===== config.mk =====
export PLATFORM = sky130hd
export DESIGN_NAME = ysyx_22041412_ifu_flat
export DESIGN_NICKNAME = d
export VERILOG_FILES = /design/src/rtl/ysyx_22041412_ifu_if.sv /design/src/rtl/ysyx_22041412_ifu.sv /design/src/flat_wrapper.sv
export SDC_FILE = /design/constraint.sdc
export NUM_CORES = 1
export LEC_CHECK = 0
export CAP_MARGIN = 20
export CORE_ASPECT_RATIO = 1.2
export CORE_MARGIN = 5
export CORE_UTILIZATION = 40
export DETAILED_ROUTE_END_ITERATION = 10
export PLACE_DENSITY = 0.82
export SLEW_MARGIN = 10
export SYNTH_ARGS = -nofsm -noshare
export SYNTH_HDL_FRONTEND = slang
export SYNTH_SLANG_ARGS = --single-unit
export TNS_END_PERCENT = 10

===== constraint.sdc =====
create_clock -name clk -period 2.7 [get_ports clk]
set_input_delay 0.675 -clock clk [delete_from_list [all_inputs] [get_ports clk]]
set_output_delay 0.675 -clock clk [all_outputs]
set_load 0.1 [all_outputs]

===== src/rtl/ysyx_22041412_ifu_if.sv =====
// rtl/ysyx_22041412_ifu_if.sv - fetch unit bus bundle: redirects, imem request/response, decode output
interface ysyx_22041412_ifu_if;
  logic        redirect_valid;
  logic [31:0] redirect_pc;
  logic        jal_ok;
  logic [63:0] jal_pc;
  logic        imem_req_valid;
  logic [31:0] imem_req_addr;
  logic        imem_req_ready;
  logic        imem_rsp_valid;
  logic [31:0] imem_rsp_data;
  logic        out_valid;
  logic [31:0] out_instr;
  logic [31:0] out_pc;
  logic        out_ready;

  // fetch unit side
  modport master (
    input  redirect_valid, redirect_pc, jal_ok, jal_pc,
    output imem_req_valid, imem_req_addr,
    input  imem_req_ready, imem_rsp_valid, imem_rsp_data,
    output out_valid, out_instr, out_pc,
    input  out_ready
  );

  // pipeline / memory side
  modport slave (
    output redirect_valid, redirect_pc, jal_ok, jal_pc,
    input  imem_req_valid, imem_req_addr,
    output imem_req_ready, imem_rsp_valid, imem_rsp_data,
    input  out_valid, out_instr, out_pc,
    output out_ready
  );
endinterface


===== src/rtl/ysyx_22041412_ifu.sv =====
// rtl/ysyx_22041412_ifu.sv - single-outstanding instruction fetch unit with redirect handling
module ysyx_22041412_ifu #(
  parameter logic [31:0] RESET_PC = 32'h8000_0000
) (
  input  logic                  clk,
  input  logic                  rst,
  ysyx_22041412_ifu_if.master   bus
);

  typedef enum logic [1:0] {
    S_REQ  = 2'd0,
    S_WAIT = 2'd1,
    S_DROP = 2'd2,
    S_OUT  = 2'd3
  } state_t;

  state_t      state, state_next;
  logic [31:0] pc, pc_next;
  logic [31:0] out_instr_q, out_instr_next;
  logic [31:0] out_pc_q, out_pc_next;
  logic        redirect;
  logic [31:0] target;
  logic        jal_pc_hi_unused;

  // only the low word of the decode-stage jal target is meaningful
  assign jal_pc_hi_unused = ^bus.jal_pc[63:32];

  // execute-stage redirect wins over decode-stage jal; targets are word aligned
  assign redirect = bus.redirect_valid | bus.jal_ok;
  assign target   = (bus.redirect_valid ? bus.redirect_pc : bus.jal_pc[31:0]) & 32'hFFFF_FFFC;

  // outputs are forced low while reset is held, even before the first edge
  assign bus.imem_req_valid = (state == S_REQ) && !rst;
  assign bus.imem_req_addr  = pc;
  assign bus.out_valid      = (state == S_OUT) && !rst;
  assign bus.out_instr      = out_instr_q;
  assign bus.out_pc         = out_pc_q;

  // state, pc and output registers
  always_ff @(posedge clk) begin
    if (rst) begin
      state       <= S_REQ;
      pc          <= RESET_PC;
      out_instr_q <= 32'h0;
      out_pc_q    <= 32'h0;
    end else begin
      state       <= state_next;
      pc          <= pc_next;
      out_instr_q <= out_instr_next;
      out_pc_q    <= out_pc_next;
    end
  end

  // next-state logic; a redirect squashes whatever fetch is in flight
  always_comb begin
    state_next     = state;
    pc_next        = pc;
    out_instr_next = out_instr_q;
    out_pc_next    = out_pc_q;
    case (state)
      S_REQ: begin
        if (bus.imem_req_ready) state_next = redirect ? S_DROP : S_WAIT;
      end
      S_WAIT: begin
        if (bus.imem_rsp_valid) begin
          if (redirect) begin
            state_next = S_REQ;
          end else begin
            state_next     = S_OUT;
            out_instr_next = bus.imem_rsp_data;
            out_pc_next    = pc;
            pc_next        = pc + 32'd4;
          end
        end else if (redirect) begin
          state_next = S_DROP;
        end
      end
      S_DROP: begin
        if (bus.imem_rsp_valid) state_next = S_REQ;
      end
      S_OUT: begin
        if (redirect || bus.out_ready) state_next = S_REQ;
      end
      default: state_next = S_REQ;
    endcase
    if (redirect) pc_next = target;
  end

endmodule


===== src/flat_wrapper.sv =====
// flat-port wrapper written by rule: the top's interface ports become plain ports
module ysyx_22041412_ifu_flat 
#(
  parameter logic [31:0] RESET_PC = 32'h8000_0000
)
  (clk, rst, bus_redirect_valid, bus_redirect_pc, bus_jal_ok, bus_jal_pc, bus_imem_req_valid, bus_imem_req_addr, bus_imem_req_ready, bus_imem_rsp_valid, bus_imem_rsp_data, bus_out_valid, bus_out_instr, bus_out_pc, bus_out_ready);
  ysyx_22041412_ifu_if bus_i ();
  input  logic clk;
  input  logic rst;
  input wire logic [$bits(bus_i.redirect_valid)-1:0] bus_redirect_valid;
  input wire logic [$bits(bus_i.redirect_pc)-1:0] bus_redirect_pc;
  input wire logic [$bits(bus_i.jal_ok)-1:0] bus_jal_ok;
  input wire logic [$bits(bus_i.jal_pc)-1:0] bus_jal_pc;
  output wire logic [$bits(bus_i.imem_req_valid)-1:0] bus_imem_req_valid;
  output wire logic [$bits(bus_i.imem_req_addr)-1:0] bus_imem_req_addr;
  input wire logic [$bits(bus_i.imem_req_ready)-1:0] bus_imem_req_ready;
  input wire logic [$bits(bus_i.imem_rsp_valid)-1:0] bus_imem_rsp_valid;
  input wire logic [$bits(bus_i.imem_rsp_data)-1:0] bus_imem_rsp_data;
  output wire logic [$bits(bus_i.out_valid)-1:0] bus_out_valid;
  output wire logic [$bits(bus_i.out_instr)-1:0] bus_out_instr;
  output wire logic [$bits(bus_i.out_pc)-1:0] bus_out_pc;
  input wire logic [$bits(bus_i.out_ready)-1:0] bus_out_ready;
  assign bus_i.redirect_valid = bus_redirect_valid;
  assign bus_i.redirect_pc = bus_redirect_pc;
  assign bus_i.jal_ok = bus_jal_ok;
  assign bus_i.jal_pc = bus_jal_pc;
  assign bus_imem_req_valid = bus_i.imem_req_valid;
  assign bus_imem_req_addr = bus_i.imem_req_addr;
  assign bus_i.imem_req_ready = bus_imem_req_ready;
  assign bus_i.imem_rsp_valid = bus_imem_rsp_valid;
  assign bus_i.imem_rsp_data = bus_imem_rsp_data;
  assign bus_out_valid = bus_i.out_valid;
  assign bus_out_instr = bus_i.out_instr;
  assign bus_out_pc = bus_i.out_pc;
  assign bus_i.out_ready = bus_out_ready;
  ysyx_22041412_ifu #(.RESET_PC(RESET_PC)) u_core (.clk(clk), .rst(rst), .bus(bus_i));
endmodule

# [After elaboration in Yosys (flattened, before gate mapping)]
# Cells that the tools add are included.
[totals] regBits=98 latchBits=0 ramBits=0 mem_bits_ro=0 out_inout_bits=98 memories=0
[op_classes] n_addsub=1 n_mul=0 n_div=0 n_lt_le_gt_ge=0 n_eq_ne=7 n_shift=0 n_mux=12 bitwise=2 reduce_logical=12
[op_table] op="$mux 32" count=4
[op_table] op="$add 32x3->32 const B" count=1
[op_table] op="$mux 2" count=7
[op_table] op="$pmux 2 s4" count=1
[op_table] op="$ne 2x2->1 const B" count=3
[op_table] op="$eq 2x2->1 const B" count=2
[op_table] op="$reduce_and 2->1" count=2
[op_table] op="$reduce_and 4->1" count=1
[op_table] op="$reduce_bool 2->1" count=2
[op_table] op="$ne 3x2->1 const B" count=1
[op_table] op="$reduce_and 3->1" count=1
[op_table] op="$eq 2x1->1 const B" count=1
[op_table] op="$logic_and 1x1->1" count=2
[op_table] op="$logic_not 2->1" count=1
[op_table] op="$reduce_or 2->1" count=1
[op_table] op="$logic_not 1->1" count=1
[op_table] op="$logic_or 1x1->1" count=1
[op_table] op="$not 1->1" count=1
[op_table] op="$or 1x1->1" count=1

# [Depth between registers and ports, before layout]
[depth] depth_word=4 ltp_mapped=7 depth_no_buf=6

# [Least setup slack after synthesis]
# No wires, ideal clock.
[synth_timing] path_type="input port to output port" startpoint="in rst" endpoint="out bus_imem_req_valid" arrival_ns=3.107 t_required_ns=2.025 slack_ns=-1.082 stages=3 n_path_buf=2 path_cell_list="clkbuf_1 buf_1 nor3_1"
[synth_via] elab_chain_cells=2
[synth_lines] element="from (decl)" line_no="flat_wrapper.sv:9" source="input logic rst;"
[synth_lines] element="$logic_not 1->1" line_no="ysyx_22041412_ifu.sv:33" source="assign bus.imem_req_valid = (state == S_REQ) && !rst;"
[synth_lines] element="$logic_and 1x1->1" line_no="ysyx_22041412_ifu.sv:33"
[synth_lines] element="to (decl)" line_no="flat_wrapper.sv:14" source="output wire logic [$bits(bus_i.imem_req_valid)-1:0] bus_imem_req_valid;"
# Every way passes these cells.

# [Worst setup path in the final report]
[layout_timing] startpoint="in bus_imem_rsp_valid" endpoint="reg u_core.pc[28] (netlist: u_core.bus.imem_req_addr[28])"
[layout_via] elab_chain_cells=2
[layout_lines] element="from (decl)" line_no="flat_wrapper.sv:17" source="input wire logic [$bits(bus_i.imem_rsp_valid)-1:0] bus_imem_rsp_valid;"
[layout_lines] element="$reduce_bool 2->1 (no source line)"
[layout_lines] element="$reduce_and 2->1 (no source line)"
[layout_lines] element="to (signal assigned)" line_no="ysyx_22041412_ifu.sv:48" source="pc <= pc_next;"
[layout_lines] element="to (decl)" line_no="ysyx_22041412_ifu.sv:18" source="logic [31:0] pc, pc_next;"
# Every way passes these cells.
# A chain may end at the register's enable or synchronous reset.

==> out/metrics.cfg <==
[status]
status = finished, final reports clean

[synth]
synth_top_cell_by_area = dfxtp_1
synth-seq-cells = 94
synthTopCellsByArea = dfxtp_1 43%, nand2_1 13%, a21oi_1 11%
synthCells = 587
ys_seq_area_share_pct = 42.8
synth-edff-count = 0
syn_area_per_cell_um2 = 7.48
synth_flop_cell = dfxtp_1
synth_area_mm2 = 0.00439
yosys.area.top_type_share_pct = 42.8
postSynth.asyncResetShare_pct = 0
yosysWarnings = 0
synthDistinctLibCells = 49

[die]
rows = 42
chipWidth_um = 106
start_util_pct = 40.4
die_area_mm2 = 0.0132
coreArea_mm2 = 0.0109
io_pins = 233
die_h_um = 125

[route]
vias_per_cell = 5.34
wirelength_um = 14600
wl_per_cell_um = 16.3
via_count = 4794
ant_nets = 0
first_iter_violations = 294
drtPass1Iterations = 5
drcViolationCount = 0

[sta]
rsz0062_at_grt = no
setup_viol = 0
worst_pin_slew_ps = 620
hold_ws_ps = 453
slew_headroom_pct = 58.4
fin_crit_sh_pct = 88.2
hold_viol = 0
period_minus_slack_ps = 2380
max_freq_mhz = 420
slew_violations = 0
finClkSkew_ps = 6.48

[place]
placed_area_mm2 = 0.00623
place_congestion = 0.871
port_buffers = 192
hpwl_um = 10900

[clocking]
clock_latency_ps = 340
cts.clk_slew.worst_paths_ps = 60
ctsResizeCount = 0
cts_setup_buffers = 0
cts_hold_buf = 0
htree_num_levels = 3
cts_buffers = 9
clockBufferDepth = 2
cts_root_buffer = clkbuf_16
cts_tree = yes
clock-sinks = 94

[power_and_ir_drop]
leakage_uw = 0.00257
power_density_mw_per_mm2 = 539
ir_drop_uv = 264

[grt]
grt_pass1_wl_um = 23500
grt_max_degree = 63
grt_usage_pct = 21.9
grt_antenna_before_repair = 0
grt_overflow = 0
grt_pass1_vias = 4752

[worst_setup_path]
start_kind = input pin
critPathArrivalTime_ps = 2640
worstPathRequired_ps = 2960
critPathCaptureType = flip-flop
critical_path.max_fanout = 8
path_class = in -> reg
r2r_slack_ps = 490

[finish]
post-route-util_pct = 60.1
antenna_cells = 0
fin_area_mm2 = 0.00654
sequential_cell_area_mm2 = 0.00188
layout.nets = 898
drive_gt1_share_pct = 18.3
multi_input_area_mm2 = 0.00227
syn_to_final_growth_pct = 48.8
fill_cells = 944

[flow_run]
drv_cap = 0

[worst_hold_path]
hold_path_class = reg -> reg

==> layer usage <==
layer	routed length, um	track usage (%)	up-vias
met4	579	10.4	0
li1	-	-	2339
met5	0	0	-
met2	7290	37.7	210
met1	5750	25.5	2196
met3	1000	4.92	49
==> registers in the layout, summed over array words and instances, names as in the netlist <==
| name | cells |
|---|---|
| u_core.bus.imem_req_addr | 30 |
| u_core.bus.out_instr | 32 |
| u_core.bus.out_pc | 30 |
| u_core.state | 2 |
==> synth_stat cells, drive strengths merged, types with 2 or more instances <==
cell	instances
a211oi	10
a21oi	99
a221o	2
a221oi	5
a31oi	3
and3	3
and4	2
buf	12
clkbuf	35
dfxtp	94
inv	18
mux2i	4
nand2	153
nand3	7
nand3b	2
nand4	11
nor2	31
nor2b	5
nor3	14
nor4	11
o21a	3
o21ai	17
o22ai	3
o31a	2
or2	4
or3	5
xnor2	9
xor2	9
==> layout by cell type, fill, tap and decap left out, drive strengths merged, types with 2 or more instances in the layout <==
cell type	synthesis	layout
nand3b	2	2
a221o	2	2
nor4	11	11
o22ai	3	3
a31oi	3	3
o21a	3	3
xor2	9	9
a21oi	99	99
a221oi	5	5
clkinv	0	2
clkbuf	35	10
and4	2	2
dfxtp	94	94
conb	1	4
inv	18	18
clkdlybuf4s50	0	96
xnor2	9	9
o31a	2	2
a211oi	10	10
nor2	31	31
or3	5	5
and3	3	3
nand4	11	11
nand2	153	153
nor3	14	14
or2	4	4
nor2b	5	5
nand3	7	7
mux2i	4	4
buf	12	112
bufinv	0	2
o21ai	17	17
==> final cells by class <==
type                       count  share of cell area, %
inverter                      18                   1.03
clock inverter                 4                   1.13
timing repair buffer         208                   28.3
multi-input combinational    431                   34.7
sequential                    94                   28.8
tap                          132                   2.53
clock buffer                  10                   3.50
==> power by group <==
part	switching [uW]	internal, uW	total (uW)	leakage [uW]
Sequential	64.3	1420	1490	0.000765
Combinational	456	251	707	0.00166
Clock	524	802	1330	0.000148
Total	1040	2480	3520	0.00257
==> per-stage QoR <==
step           power, uW  TNS (ps)  worst slack [ps]  instances
6_report            3520         0               319        897
3_3_place_gp        2210         0              32.1        883
5_1_grt             3640         0               169        897
3_5_place_dp        2220     -35.4             -22.4        883
2_1_floorplan       1950      -422              -184        590
4_1_cts             3540         0               329        897
==> worst max-delay path: stages <==
cell,delay [ps]
clkdlybuf4s50_1,600
nand3b_4,100
or4_4,620
nor4_4,320
xnor2_1,120
a211oi_2,210
==> worst paths after layout <==
path                                             from                                   endpoint  cells past startpoint
max                                bus_imem_rsp_valid  u_core.bus.imem_req_addr[28]$_SDFFE_PP0P_                      6
min                 u_core.bus.out_pc[7]$_SDFFE_PP0P_          u_core.bus.out_pc[7]$_SDFFE_PP0P_                      2
max reg2reg  u_core.bus.imem_req_addr[2]$_SDFFE_PP0P_  u_core.bus.imem_req_addr[28]$_SDFFE_PP0P_                      6
min reg2reg         u_core.bus.out_pc[7]$_SDFFE_PP0P_          u_core.bus.out_pc[7]$_SDFFE_PP0P_                      2
==> logic make-up (layout without fill, tap and decap cells) <==
kind of cell             count (synthesis)  count (layout)  synth area share (%)
AND/OR/NAND/NOR                        254             254                  26.5
other                                    1               4                0.0854
XOR/XNOR                                18              18                  3.59
buffers and inverters                   65             240                  6.27
flip-flops                              94              94                  42.8
AO/OA/AOI/OAI                          149             149                  19.3
adder cells (fa/ha/maj)                  1               1                 0.285
multiplexers                             5               5                  1.17
(Power assumes the default switching activity.)
